### src/rtl/puf_soc_ro_cnt_array_if.sv
// Control/status and data bundle for the RO PUF window counter array.
// The master side drives the measurement controls and RO ticks; the slave side is the counter array.
interface puf_soc_ro_cnt_array_if #(
   parameter int NUM_CH = 4,
   parameter int CNT_W  = 16,
   parameter int WIN_W  = 20
);
   logic                      i_start;
   logic                      i_abort;
   logic [WIN_W-1:0]          i_win_len;
   logic [NUM_CH-1:0]         i_ro_tick;
   logic                      o_busy;
   logic                      o_done;
   logic                      o_valid;
   logic [NUM_CH*CNT_W-1:0]   o_cnt;
   logic [NUM_CH-1:0]         o_sat;
   logic [NUM_CH/2-1:0]       o_resp;

   modport master (
      output i_start, i_abort, i_win_len, i_ro_tick,
      input  o_busy, o_done, o_valid, o_cnt, o_sat, o_resp
   );

   modport slave (
      input  i_start, i_abort, i_win_len, i_ro_tick,
      output o_busy, o_done, o_valid, o_cnt, o_sat, o_resp
   );
endinterface

### src/rtl/puf_soc_ro_cnt_array.sv
// Windowed, saturating multi-channel RO edge counter that produces pairwise PUF response bits.
// NUM_CH must be even and at least 2; channel 2k is compared against channel 2k+1.
module puf_soc_ro_cnt_array #(
   parameter int NUM_CH = 4,
   parameter int CNT_W  = 16,
   parameter int WIN_W  = 20
) (
   input  logic                   clk,
   input  logic                   rst_n,
   puf_soc_ro_cnt_array_if.slave  bus
);
   typedef enum logic {IDLE = 1'b0, COUNT = 1'b1} state_t;

   state_t                state_q;
   logic                  busy_q;
   logic                  done_q;
   logic                  valid_q;
   logic [WIN_W-1:0]      win_len_q;
   logic [WIN_W-1:0]      win_cnt_q;
   logic [WIN_W-1:0]      win_cnt_d;
   logic [CNT_W-1:0]      cnt_q [NUM_CH];
   logic [CNT_W-1:0]      cnt_d [NUM_CH];
   logic [NUM_CH-1:0]     sat_q;
   logic [NUM_CH-1:0]     sat_set_d;
   logic [NUM_CH/2-1:0]   resp_q;
   logic [NUM_CH/2-1:0]   resp_d;
   logic                  win_end;
   logic                  start_ok;

   assign win_cnt_d = win_cnt_q + WIN_W'(1);
   assign win_end   = (win_cnt_d == win_len_q);
   assign start_ok  = bus.i_start && !bus.i_abort && (bus.i_win_len != '0);

   // Next counts are what the final-cycle response must see, so compare on cnt_d.
   for (genvar gi = 0; gi < NUM_CH; gi++) begin : g_ch
      logic cnt_full;
      assign cnt_full      = &cnt_q[gi];
      assign cnt_d[gi]     = (bus.i_ro_tick[gi] && !cnt_full) ? cnt_q[gi] + CNT_W'(1) : cnt_q[gi];
      assign sat_set_d[gi] = bus.i_ro_tick[gi] && cnt_full;
      assign bus.o_cnt[gi*CNT_W +: CNT_W] = cnt_q[gi];
   end

   for (genvar gi = 0; gi < NUM_CH/2; gi++) begin : g_pair
      assign resp_d[gi] = (cnt_d[2*gi] > cnt_d[2*gi+1]);
   end

   always_ff @(posedge clk or negedge rst_n) begin
      if (!rst_n) begin
         state_q   <= IDLE;
         busy_q    <= 1'b0;
         done_q    <= 1'b0;
         valid_q   <= 1'b0;
         win_len_q <= '0;
         win_cnt_q <= '0;
         sat_q     <= '0;
         resp_q    <= '0;
         for (int c = 0; c < NUM_CH; c++) begin
            cnt_q[c] <= '0;
         end
      end else begin
         done_q <= 1'b0;
         case (state_q)
            IDLE: begin
               if (start_ok) begin
                  state_q   <= COUNT;
                  busy_q    <= 1'b1;
                  valid_q   <= 1'b0;
                  win_len_q <= bus.i_win_len;
                  win_cnt_q <= '0;
                  sat_q     <= '0;
                  resp_q    <= '0;
                  for (int c = 0; c < NUM_CH; c++) begin
                     cnt_q[c] <= '0;
                  end
               end else if (bus.i_abort) begin
                  valid_q <= 1'b0;
               end
            end
            COUNT: begin
               // Abort beats completion and drops this edge's ticks.
               if (bus.i_abort) begin
                  state_q <= IDLE;
                  busy_q  <= 1'b0;
               end else begin
                  win_cnt_q <= win_cnt_d;
                  sat_q     <= sat_q | sat_set_d;
                  for (int c = 0; c < NUM_CH; c++) begin
                     cnt_q[c] <= cnt_d[c];
                  end
                  if (win_end) begin
                     state_q <= IDLE;
                     busy_q  <= 1'b0;
                     done_q  <= 1'b1;
                     valid_q <= 1'b1;
                     resp_q  <= resp_d;
                  end
               end
            end
            default: begin
               state_q <= IDLE;
               busy_q  <= 1'b0;
            end
         endcase
      end
   end

   assign bus.o_busy  = busy_q;
   assign bus.o_done  = done_q;
   assign bus.o_valid = valid_q;
   assign bus.o_sat   = sat_q;
   assign bus.o_resp  = resp_q;

endmodule

### src/flat_wrapper.sv
// flat-port wrapper written by rule: the top's interface ports become plain ports
module puf_soc_ro_cnt_array_flat 
#(
   parameter int NUM_CH = 4,
   parameter int CNT_W  = 16,
   parameter int WIN_W  = 20
)
  (clk, rst_n, bus_i_start, bus_i_abort, bus_i_win_len, bus_i_ro_tick, bus_o_busy, bus_o_done, bus_o_valid, bus_o_cnt, bus_o_sat, bus_o_resp);
  puf_soc_ro_cnt_array_if #(.NUM_CH(NUM_CH), .CNT_W(CNT_W), .WIN_W(WIN_W)) bus_i ();
  input  logic clk;
  input  logic rst_n;
  input wire logic [$bits(bus_i.i_start)-1:0] bus_i_start;
  input wire logic [$bits(bus_i.i_abort)-1:0] bus_i_abort;
  input wire logic [$bits(bus_i.i_win_len)-1:0] bus_i_win_len;
  input wire logic [$bits(bus_i.i_ro_tick)-1:0] bus_i_ro_tick;
  output wire logic [$bits(bus_i.o_busy)-1:0] bus_o_busy;
  output wire logic [$bits(bus_i.o_done)-1:0] bus_o_done;
  output wire logic [$bits(bus_i.o_valid)-1:0] bus_o_valid;
  output wire logic [$bits(bus_i.o_cnt)-1:0] bus_o_cnt;
  output wire logic [$bits(bus_i.o_sat)-1:0] bus_o_sat;
  output wire logic [$bits(bus_i.o_resp)-1:0] bus_o_resp;
  assign bus_i.i_start = bus_i_start;
  assign bus_i.i_abort = bus_i_abort;
  assign bus_i.i_win_len = bus_i_win_len;
  assign bus_i.i_ro_tick = bus_i_ro_tick;
  assign bus_o_busy = bus_i.o_busy;
  assign bus_o_done = bus_i.o_done;
  assign bus_o_valid = bus_i.o_valid;
  assign bus_o_cnt = bus_i.o_cnt;
  assign bus_o_sat = bus_i.o_sat;
  assign bus_o_resp = bus_i.o_resp;
  puf_soc_ro_cnt_array #(.NUM_CH(NUM_CH), .CNT_W(CNT_W), .WIN_W(WIN_W)) u_core (.clk(clk), .rst_n(rst_n), .bus(bus_i));
endmodule
### config.mk
export PLATFORM = sky130hd
export DESIGN_NAME = puf_soc_ro_cnt_array_flat
export DESIGN_NICKNAME = d
export VERILOG_FILES = /design/src/rtl/puf_soc_ro_cnt_array_if.sv /design/src/rtl/puf_soc_ro_cnt_array.sv /design/src/flat_wrapper.sv
export SDC_FILE = /design/constraint.sdc
export NUM_CORES = 1
export LEC_CHECK = 0
export CORE_MARGIN = 1.5
export CORE_UTILIZATION = 48
export DETAILED_ROUTE_END_ITERATION = 10
export GPL_TIMING_DRIVEN = 0
export PLACE_DENSITY = 0.8
export SYNTH_ARGS = -nofsm -noshare
export SYNTH_HDL_FRONTEND = slang
export SYNTH_SLANG_ARGS = --single-unit
export TNS_END_PERCENT = 50
### constraint.sdc
create_clock -name clk -period 3.7 [get_ports clk]
set_input_delay 0.37 -clock clk [delete_from_list [all_inputs] [get_ports clk]]
set_output_delay 0.37 -clock clk [all_outputs]
set_load 0.005 [all_outputs]
==> flow_summary.json <==
{
  "synth_ff_type": "dfrtp_1",
  "synth-seq-cells": 114,
  "critPathArrivalTime_ns": 3.84,
  "post-route-drc-count": 0,
  "grtUsageTotal": 0.2828,
  "start_util": 0.4912,
  "fin_hold_ws_ns": 0.4215,
  "htree_levels": 4,
  "worstMarginPinSlew_ns": 0.8841,
  "period_needed_ns": 3.540,
  "clock_skew_ns": 0.006688,
  "cpPeakStageDelay_ns": 0.40,
  "syn2layout_area_growth_pct": 24.41,
  "cp_max_fo": 8,
  "finalNetCount": 1048,
  "synthDistinctLibCells": 68,
  "dp_hpwl_mm": 16.45,
  "synth_cells": 865,
  "grt-ovfl-total": 0,
  "synth_edf_count": 0,
  "worst_slew_margin_rel": 0.4106,
  "grt_max_degree": 79,
  "p_per_area_mw_per_mm2": 361.4,
  "fp.dieArea_mm2": 0.01703,
  "clockBufferDepth": 2,
  "max_freq_mhz": 282.5,
  "clockRootBuffer": "clkbuf_16",
  "clock-sinks": 114,
  "placed_cells": 1183,
  "die_h_um": 130.5,
  "synth_nets": 930,
  "async_reset_ff_frac": 1.000,
  "clk_pin_slew_ns": 0.05,
  "cts-buffers-inserted": 17,
  "antenna_cells": 0,
  "insertion_delay_ns": 0.42,
  "drive_gt1_frac": 0.1037,
  "worstSetupPathType": "flop to flop",
  "coreArea_mm2": 0.01589,
  "finalMaxSlewViolations": 0,
  "syn_area_per_cell_um2": 9.020,
  "hold_class": "input port to asynchronous set/reset pin",
  "antenna_found_initial": 0,
  "ir_drop_v": 0.0003433,
  "drt_iter0_drc": 703,
  "worst_setup_path_start_kind": "flop",
  "gp_congestion": 0.9452,
  "critPathCaptureType": "flop",
  "maxCapViolCount": 0,
  "vias": 7410,
  "outcome": "completed",
  "setup_viol": 0,
  "port_buffers": 100,
  "cts_tree": "built",
  "cp_slowest_cell": "dfrtp_1",
  "ys_seq_area_frac": 0.3656,
  "io_pins": 101,
  "grt_setup_unrepaired": "yes",
  "stdcell_count": 1209,
  "layout_commonest_cell": "dfrtp_1",
  "routed_wirelength_mm": 23.01,
  "grt_pass1_vias": 7019,
  "yosys_warnings": 0,
  "post_drt_via_cell_ratio": 6.129,
  "cp_cell_sequence": "clkbuf_1 > and4_1 > and3_1 > a31oi_4 > and4_2 > nand3_1 > xnor2_2 > ha_1 > o21a_1 > o211ai_1 > a21oi_1 > a211oi_1 > a22o_1 > mux2i_1",
  "synth_area_mm2": 0.007802,
  "rows": 46,
  "hold_viol_final": 0,
  "die_x_um": 130.5,
  "p_leak_nw": 3.958,
  "firstDrtPassIters": 6,
  "min_period_over_period": 0.9567,
  "wire_per_inst_um": 19.03,
  "ant_nets": 0,
  "cp.required_ns": 4.00,
  "grt_pass1_wl_mm": 36.83,
  "final_cell_mix": "dfrtp_1, clkdlybuf4s50_1, nand2_1"
}
[Yosys cell counts (23+ instances only)]
master,count,area [um^2]
dfrtp_1,114,2853
nand2_1,97,364.1
o21ai_0,95,475.5
xnor2_1,52,455.4
nor2_1,42,157.7
clkbuf_1,40,150.1
ha_1,37,462.9
xor2_1,37,324.1
o31ai_1,31,232.7
nand3_1,30,150.1
a21oi_1,25,125.1
nand4_1,23,143.9
[flip-flops by register name, summed over array words and instances, names as in the netlist, 2 cells and up]
name and count:
u_core.bus.o_cnt 64, u_core.win_len_q 20, u_core.win_cnt_q 20, u_core.bus.o_resp 2, u_core.bus.o_sat 4
[cells by family after synthesis]
group                    count (synthesis)  synth area share
buffers and inverters                   64           0.03400
adder cells (fa/ha/maj)                 37           0.05933
multiplexers                            26           0.03688
AND/OR/NAND/NOR                        295            0.2080
flip-flops                             114            0.3656
XOR/XNOR                                89           0.09990
AO/OA/AOI/OAI                          240            0.1963
[metrics by stage]
step	worst slack [ns]	cell area (um^2)	util	total power [mW]	TNS (ns)
finish	0.1602	9707	0.6111	3.508	0
global route	-0.02151	9707	0.6111	3.651	-0.02151
floorplan	0.3972	7802	-	1.756	0
detailed placement	-0.1460	9107	0.5733	1.985	-0.2337
global placement	-2.339	9074	0.5712	1.965	-265.71
CTS	0.002789	9668	0.6086	3.513	0
[cell type report]
cell class | count | area [um^2]
clock inverters | 6 | 57.56
fillers | 1369 | 6178
repair buffers | 106 | 1071
multi-input cells | 687 | 4735
inverters | 11 | 41.29
well taps | 216 | 270.3
flip-flops and latches | 114 | 2856
clock buffers | 23 | 478.0
plain buffers | 46 | 197.7
[report_power, final]
part           total (mW)  internal, mW  switching (mW)  leakage, nW
Combinational       0.586         0.263           0.323         2.16
Sequential           1.40          1.32          0.0784         1.53
Clock                1.53         0.958           0.569        0.265
[routing by layer]
metal	share of wire	routed length [um]	vias up	track usage
met2	0.46	10500	351	0.4347
li1	-	-	3425	-
met3	0.072	1668	84	0.05619
met5	0	0	-	0
met4	0.041	946	0	0.1461
met1	0.43	9892	3550	0.3799
[final timing paths]
| path | start | end | slack (ns) | cells past startpoint |
|---|---|---|---|---|
| max | u_core.bus.o_cnt[10] | u_core.bus.o_resp[0] | 0.16 | 14 |
| min | rst_n | u_core.bus.o_cnt[9] | 0.42 | 2 |
| max reg2reg | u_core.bus.o_cnt[10] | u_core.bus.o_resp[0] | 0.16 | 14 |
| min reg2reg | u_core.bus.o_sat[1] | u_core.bus.o_sat[1] | 0.48 | 1 |
| max in group asynchronous | rst_n | u_core.bus.o_cnt[48] | 2.54 | 3 |
| min in group clk | u_core.bus.o_sat[1] | u_core.bus.o_sat[1] | 0.48 | 1 |
[critical path, delay by kind of cell (launching register included)]
kind	cells	cell delay, ns
compound gates	6	1.20
xor+xnor	1	0.19
fa+ha+maj	1	0.32
buf+inv	1	0.20
flops	1	0.40
mux	1	0.07
simple gates	4	1.04
[timing repair]
action | 4_1_cts | 5_1_grt
hold buffers | 1 | 0
pin swaps | 0 | 3
setup buffers | 1 | 2
gates resized for setup | 5 | 12
endpoints found under the setup margin | 2 | 2
endpoints found under the hold margin | 36 | 0
Power figures use the tool's default switching activity.
